$ cat src/rtl/reg_wr_arbiter.sv
// Round-robin arbiter that shares one register write port among NREQ requesters.
// Optional release timeout with sticky err flag: define ARB_REL_TIMEOUT_EN.
module reg_wr_arbiter #(
  parameter int WIDTH   = 8,
  parameter int NREQ    = 4,
  parameter int IDW     = 2,
  parameter int TIMEOUT = 15
) (
  input  logic                  clk,
  input  logic                  reset,
  input  logic [NREQ-1:0]       req,
  input  logic [NREQ*WIDTH-1:0] req_data,
  output logic [NREQ-1:0]       gnt,
  output logic [IDW-1:0]        grant_id,
  output logic [WIDTH-1:0]      state_din,
  output logic                  state_wen,
  output logic                  busy,
  output logic                  err
);

  typedef enum logic [1:0] {
    IDLE    = 2'd0,
    WRITE   = 2'd1,
    RELEASE = 2'd2
  } state_t;

  state_t           state_q, state_d;
  logic [IDW-1:0]   ptr_q, ptr_d;
  logic [IDW-1:0]   grant_id_q, grant_id_d;
  logic [WIDTH-1:0] din_q, din_d;
  logic [WIDTH-1:0] data_arr [NREQ];
  logic             found_s;
  logic [IDW-1:0]   win_s;
  logic [IDW:0]     cand_sum_s;
  logic [IDW-1:0]   cand_s;

`ifdef ARB_REL_TIMEOUT_EN
  localparam int CW = $clog2(TIMEOUT + 1);
  logic [CW-1:0] tmo_q, tmo_d;
  logic          err_q, err_d;
`endif

  // Unpack the flat data bus into one slice per requester.
  always_comb begin
    for (int i = 0; i < NREQ; i++) begin
      data_arr[i] = req_data[i*WIDTH +: WIDTH];
    end
  end

  // Round-robin search: first set request at or after ptr, wrapping modulo NREQ.
  always_comb begin
    found_s    = 1'b0;
    win_s      = '0;
    cand_sum_s = '0;
    cand_s     = '0;
    for (int k = 0; k < NREQ; k++) begin
      cand_sum_s = {1'b0, ptr_q} + (IDW+1)'(k);
      if (cand_sum_s >= (IDW+1)'(NREQ)) begin
        cand_sum_s = cand_sum_s - (IDW+1)'(NREQ);
      end else begin
        cand_sum_s = cand_sum_s;
      end
      cand_s = cand_sum_s[IDW-1:0];
      if (!found_s && req[cand_s]) begin
        found_s = 1'b1;
        win_s   = cand_s;
      end else begin
        found_s = found_s;
      end
    end
  end

  // Next-state logic for the IDLE / WRITE / RELEASE sequence.
  always_comb begin
    state_d    = state_q;
    ptr_d      = ptr_q;
    grant_id_d = grant_id_q;
    din_d      = din_q;
`ifdef ARB_REL_TIMEOUT_EN
    tmo_d      = tmo_q;
    err_d      = err_q;
`endif
    case (state_q)
      IDLE: begin
        if (found_s) begin
          state_d    = WRITE;
          grant_id_d = win_s;
          din_d      = data_arr[win_s];
        end else begin
          state_d    = IDLE;
        end
      end
      WRITE: begin
        state_d = RELEASE;
        if (grant_id_q == IDW'(NREQ - 1)) begin
          ptr_d = '0;
        end else begin
          ptr_d = grant_id_q + IDW'(1);
        end
`ifdef ARB_REL_TIMEOUT_EN
        tmo_d = '0;
`endif
      end
      RELEASE: begin
`ifdef ARB_REL_TIMEOUT_EN
        // Leaving on the TIMEOUT-th held cycle gives exactly TIMEOUT cycles in RELEASE.
        if (!req[grant_id_q]) begin
          state_d = IDLE;
        end else if (tmo_q == CW'(TIMEOUT - 1)) begin
          state_d = IDLE;
          err_d   = 1'b1;
        end else begin
          tmo_d   = tmo_q + CW'(1);
        end
`else
        if (!req[grant_id_q]) begin
          state_d = IDLE;
        end else begin
          state_d = RELEASE;
        end
`endif
      end
      default: begin
        state_d = IDLE;
      end
    endcase
  end

  // State and datapath registers with synchronous reset.
  always_ff @(posedge clk) begin
    if (reset) begin
      state_q    <= IDLE;
      ptr_q      <= '0;
      grant_id_q <= '0;
      din_q      <= '0;
`ifdef ARB_REL_TIMEOUT_EN
      tmo_q      <= '0;
      err_q      <= 1'b0;
`endif
    end else begin
      state_q    <= state_d;
      ptr_q      <= ptr_d;
      grant_id_q <= grant_id_d;
      din_q      <= din_d;
`ifdef ARB_REL_TIMEOUT_EN
      tmo_q      <= tmo_d;
      err_q      <= err_d;
`endif
    end
  end

  // Write strobe and grant decode; gated so nothing is written while reset is high.
  always_comb begin
    gnt       = '0;
    state_wen = 1'b0;
    if ((state_q == WRITE) && !reset) begin
      gnt[grant_id_q] = 1'b1;
      state_wen       = 1'b1;
    end else begin
      state_wen       = 1'b0;
    end
  end

  assign busy      = (state_q != IDLE);
  assign grant_id  = grant_id_q;
  assign state_din = din_q;
`ifdef ARB_REL_TIMEOUT_EN
  assign err       = err_q;
`else
  assign err       = 1'b0;
`endif

endmodule

$ cat config.mk
export PLATFORM = sky130hd
export DESIGN_NAME = reg_wr_arbiter
export DESIGN_NICKNAME = d
export VERILOG_FILES = /design/src/rtl/reg_wr_arbiter.sv
export SDC_FILE = /design/constraint.sdc
export NUM_CORES = 1
export LEC_CHECK = 0
export CORE_MARGIN = 3
export CORE_UTILIZATION = 34
export CTS_CLUSTER_SIZE = 12
export DETAILED_ROUTE_END_ITERATION = 7
export PLACE_DENSITY = 0.85
export SYNTH_ARGS = -nofsm -noshare
export SYNTH_HDL_FRONTEND = slang
export SYNTH_SLANG_ARGS = --single-unit
export TNS_END_PERCENT = 10
$ cat constraint.sdc
create_clock -name clk -period 1.4 [get_ports clk]
set_input_delay 0.28 -clock clk [delete_from_list [all_inputs] [get_ports clk]]
set_output_delay 0.28 -clock clk [all_outputs]
set_load 0.01 [all_outputs]
; Word-level counts from Yosys, hierarchy flattened
; Cells that the tools add are included.
[classes]
reduce_logical = 12
add_sub_neg = 8
bitwise_logic = 1
n_mux = 33
eq_ne = 3
order_cmp = 11
[ops]
columns = cell, count
row1 = $mux 2, 10
row2 = $bmux 8 s2, 1
row3 = $mux 8, 2
row4 = $lt 2x3->1 const B, 5
row5 = $ge 3x3->1 const B, 4
row6 = $mux 1, 12
row7 = $bmux 1 s2, 5
row8 = $sub 2x1->2 const B, 4
row9 = $add 2x2->3 const B, 2
row10 = $pmux 2 s3, 1
row11 = $logic_and 1x1->1, 5
row12 = $eq 2x2->1 const B, 2
row13 = $logic_not 1->1, 4
row14 = $mux 4, 1
row15 = $add 2x1->3 const B, 1
row16 = $ge 2x3->1 const B, 1
row17 = $not 2->3, 1
row18 = $add 2x1->2 const B, 1
row19 = $demux 1 s2, 1
row20 = $eq 2x1->1 const B, 1
row21 = $ge 2x1->1 const B, 1
row22 = $logic_not 2->1, 1
row23 = $reduce_and 2->1, 1
row24 = $reduce_bool 2->1, 1
[word_totals]
register_bits = 14

; Logic depth before layout (Yosys ltp)
; Gate-level depths: netlist of run 1.
[depth]
ltp_word = 18
ltp_mapped = 7
mapped_depth_nobuf = 5

; Worst setup path after synthesis of run 1
; Ideal clock, no wire load.
[synth_timing]
kind = register -> register
start = register ptr_q[1]
end = register din_q[4] (netlist: state_din[4])
path_slack_ps = -74
stages_incl_launch_ff = 6
synth_period_minus_slack_ps = 1474
arrival_time_ps = 1339
path_cell_list = dfxtp_1 mux2i_1 nor2_2 nor3_4 nand2b_1 o221ai_1
[synth_between]
elab_chain_cells = 18
elab_cells_between_ends = 42
[synth_lines]
columns = item, line_no
row1 = start: declaration, 28  ; logic [IDW-1:0] ptr_q, ptr_d;
row2 = start signal: assignment, 142  ; ptr_q <= ptr_d;
row3 = branches (longest 18 deep; another with $add 2x1->3), -
row4 = end signal: assignment, 144  ; din_q <= din_d;
row5 = end: declaration, 30  ; logic [WIDTH-1:0] din_q, din_d;
; Several ways; the timed one is not identified. The select of a mux whose other input is x is not followed.
; A chain may end at the register's enable or synchronous reset.

; Worst setup path in the final report of run 1
[layout_timing]
start = register state_q[1]
end = output gnt[0]
[layout_between]
elab_chain_cells = 3
[layout_lines]
columns = item, line_no
row1 = start: declaration, 27  ; state_t state_q, state_d;
row2 = start signal: assignment, 141  ; state_q <= state_d;
row3 = $eq 2x1->1, 156  ; if ((state_q == WRITE) && !reset) begin
row4 = $logic_and 1x1->1, 156
row5 = $mux 4, 156
row6 = end: declaration, 13  ; output logic [NREQ-1:0] gnt,
; No other way between the ends.

==> results of run 1 <==
==> routing by layer <==
| layer | global-route usage (%) | vias up | part of all wire (%) |
|---|---|---|---|
| met5 | 0 | - | 0 |
| met3 | 1.94 | 7 | 3.8 |
| li1 | - | 535 | - |
| met2 | 38.4 | 35 | 56 |
| met1 | 23.0 | 556 | 38 |
| met4 | 6.01 | 0 | 1.5 |
==> final timing paths <==
| check | start | endpoint | slack [ns] | cells past startpoint |
|---|---|---|---|---|
| setup / recovery | state_q[1] | gnt[0] | -0.15 | 6 |
| hold / removal | state_din[0] | state_din[0] | 0.51 | 2 |
| setup reg to reg | ptr_q[1] | state_din[7] | -0.10 | 5 |
| hold reg to reg | state_din[0] | state_din[0] | 0.51 | 2 |
==> sequential cells by signal, summed over array words and instances, names as in the netlist <==
register	count
state_din	8
grant_id	2
state_q	2
ptr_q	2
==> cells by family after synthesis <==
family | count (synthesis) | synth area share, %
AOI/OAI and AO/OA | 22 | 18.8
adders and majority gates | 4 | 5.09
buffers and inverters | 10 | 6.23
DFF | 14 | 28.5
muxes | 18 | 19.6
other | 1 | 0.381
and+or+nand+nor | 33 | 21.4
==> worst min-delay path: cells and delay by family, from the launching register on <==
family	cells	cell delay, ns
compound gates	1	0.07
flops	1	0.34
simple gates	1	0.08
==> stage by stage <==
| stage | instance area (um2) | worst slack [ns] | setup TNS, ns |
|---|---|---|---|
| 4_1_cts | 1750 | -0.141 | -1.50 |
| 5_1_grt | 1800 | -0.191 | -1.69 |
| 6_report | 1800 | -0.151 | -0.783 |
| 3_5_place_dp | 1650 | -0.683 | -9.39 |
| 3_3_place_gp | 1650 | -0.580 | -8.39 |
| 2_1_floorplan | 992 | 0.0149 | 0 |
==> cells in the final DEF, fill, tap and decap left out, types with 3 or more instances in the layout <==
| master | n |
|---|---|
| a21oi_1 | 3 |
| buf_6 | 4 |
| inv_1 | 4 |
| nor2_1 | 5 |
| mux2i_1 | 16 |
| nand2b_4 | 3 |
| dfxtp_1 | 9 |
| clkdlybuf4s50_1 | 32 |
| nand3b_1 | 9 |
| dfxtp_2 | 4 |
| buf_4 | 22 |
| o211ai_1 | 4 |
| dlygate4sd2_1 | 13 |
| and2_1 | 3 |
| clkbuf_4 | 3 |
| o221ai_1 | 5 |
| buf_2 | 3 |
| ha_1 | 4 |
==> cells in the mapped netlist, drive strengths merged <==
master / count / area, um2
buf: 4 / 38.8
o41ai: 1 / 8.76
nand2b: 4 / 25.0
a22oi: 1 / 7.51
nor3: 2 / 21.3
inv: 5 / 18.8
mux2i: 17 / 170
nor2: 8 / 32.5
and4: 2 / 17.5
o2bb2a: 1 / 20.0
and3: 1 / 6.26
nand3b: 9 / 67.6
a21oi: 5 / 32.5
o31a: 2 / 17.5
conb: 1 / 3.75
or2: 1 / 6.26
mux4: 1 / 22.5
and2: 4 / 25.0
nand3: 1 / 5.00
ha: 4 / 50.1
dfxtp: 14 / 280
a21o: 1 / 7.51
clkbuf: 1 / 3.75
o211ai: 4 / 30.0
o21ai: 1 / 8.76
nand2: 1 / 3.75
o221ai: 6 / 52.6
==> repair_timing <==
item                                    in CTS  in global routing
gates resized for setup                     53                 10
cloned                                       1                  0
buffers inserted                             5                  2
endpoints found under the setup margin      27                 16
pin swaps                                    5                  4
==> power by group <==
| group | switching [W] | leakage (nW) | internal [W] |
|---|---|---|---|
| sequential | 0.0000408 | 0.118 | 0.000454 |
| clock | 0.000141 | 0.0210 | 0.000158 |
| combinational | 0.000284 | 0.654 | 0.000361 |
| total | 0.000465 | 0.792 | 0.000973 |
==> final cells by class <==
class                   count  area [um2]  share of cell area [%]
inverters                   5        18.8                    1.04
flip-flops and latches     14         289                    16.1
clock buffers               4        36.3                    2.02
well taps                  30        37.5                    2.08
multi-input cells          79         734                    40.8
repair buffers             77         684                    38.0
==> summary.txt, run 1 <==
Status
  • Status: finished, violations left
  • Failing checks: negative setup slack

Clock network
  • Clock root cell: clkbuf_4
  • H-tree depth: 1
  • CTS tree: built
  • Clk_lat worst skew: 0.29 ns
  • CTS sink count: 14
  • Hold_buf cts: 0
  • Clock buffer depth: 2
  • Clock Pin Slew Worst Setup and Hold Paths: about 0.090 ns
  • Number of buffers created by CTS: 3

STA
  • Period utilization: 111%
  • RSZ-0062 raised after global routing: yes
  • Worst Hold Slack: between 0.5 and 0.6 ns
  • Final setup violation count: 13
  • Max frequency: between 0.6 and 0.7 GHz
  • Slew Limit Fails: 0
  • Setup ws final: -0.151 ns
  • Fin crit period: between 1.5 and 2 ns
  • Final Hold Vio Count: 0
  • Worst Skew: 0.00564 ns

Floorplanning
  • Core area: 2610 um2
  • Initial core utilization: between 30% and 40%
  • Die Area: between 3000 and 4000 um2
  • Core Rows: 18
  • Die height: ~60 um
  • I/O pin cnt: 55
  • Die width: 59.8 um

Placement
  • HPWL Detailed: between 2000 and 3000 um
  • Number of port buffers: 53
  • Routability cong.: approximately 0.83
  • Post-Place Cells: between 150 and 200

Worst setup path
  • Buf/Inv on CP: 3
  • Worst EP required: between 1 and 1.5 ns
  • Critical Path AT: around 1.3 ns
  • Largest delay share family, worst path: simple AND/OR/NAND/NOR gates
  • Crit-path max FO: 2
  • Max incr delay on CP: approximately 0.33 ns
  • Critical Path Start Type: flop
  • WS Path Type: flop to output port
  • CP Cell Sequence: nand2b_4 > nor2_4 > buf_6 > buf_6 > and2_4 > buf_6
  • Crit-path slowest cell: dfxtp_2
  • Setup crit end kind: output port
  • CP dominant cell by count: buf_6

Route
  • 1st-pass router iterations: 6
  • DR iter-0 viols: 34
  • Number of vias per cell: roughly 5.4
  • Drc violations: 0
  • Vias: between 1000 and 1500
  • ANT nets after route: 0
  • Post-Route WL: approximately 3600 um
  • Average routed wire per standard cell: 17.0 um

Synth
  • Netlist Area Pre-Place: about 1000 um2
  • Mapped Cells: slightly above 100
  • Seq/Total Area, Yosys: between 20 and 30%
  • Count of cell types in the netlist: 34
  • Syn_nets: ~140
  • Post-Syn Area per Cell: between 9 and 10 um2
  • Seq cells post-synth: 14
  • Synth Warn #: 0

Finish
  • Number of fill cells: between 150 and 200
  • Synthesis-to-layout area growth: 83.1%
  • Number of cells in the finished layout apart from fillers: approximately 210
  • ANT cells: 0
  • Final core utilization: between 60% and 70%
  • Fin nets: 222
  • Share of layout cells above drive strength 1: between 30% and 40%

Power and ir drop
  • Leakage: ~0.79 nW
  • Pwr Total: around 0.0014 W
  • Max IR drop VDD: slightly below 600 uV
  • P per Cell Area: about 800 nW/um2

Global route
  • Remaining global-route overflow: 0
  • Total track usage: 20.1%
  • First-pass GRT wire length: about 5500 um
  • Vias in the first global route: between 1000 and 1500
  • Largest net degree at the start of global routing: 15
  • Initial antenna violation count: 0

Job
  • Max Cap Viol: 0

Worst hold path
  • Hold Crit Class: flop to flop
Note: power is estimated with default switching activity, not from simulation.
==> inputs of run 2 (changes only) <==
--- a/config.mk
+++ b/config.mk
@@ -10,6 +10,7 @@
 export CTS_CLUSTER_SIZE = 12
 export DETAILED_ROUTE_END_ITERATION = 7
 export PLACE_DENSITY = 0.85
+export RECOVER_POWER = 50
 export SYNTH_ARGS = -nofsm -noshare
 export SYNTH_HDL_FRONTEND = slang
 export SYNTH_SLANG_ARGS = --single-unit
==> results of run 2 <==
Final layout, timing and power as in run 1 (identical DEF).
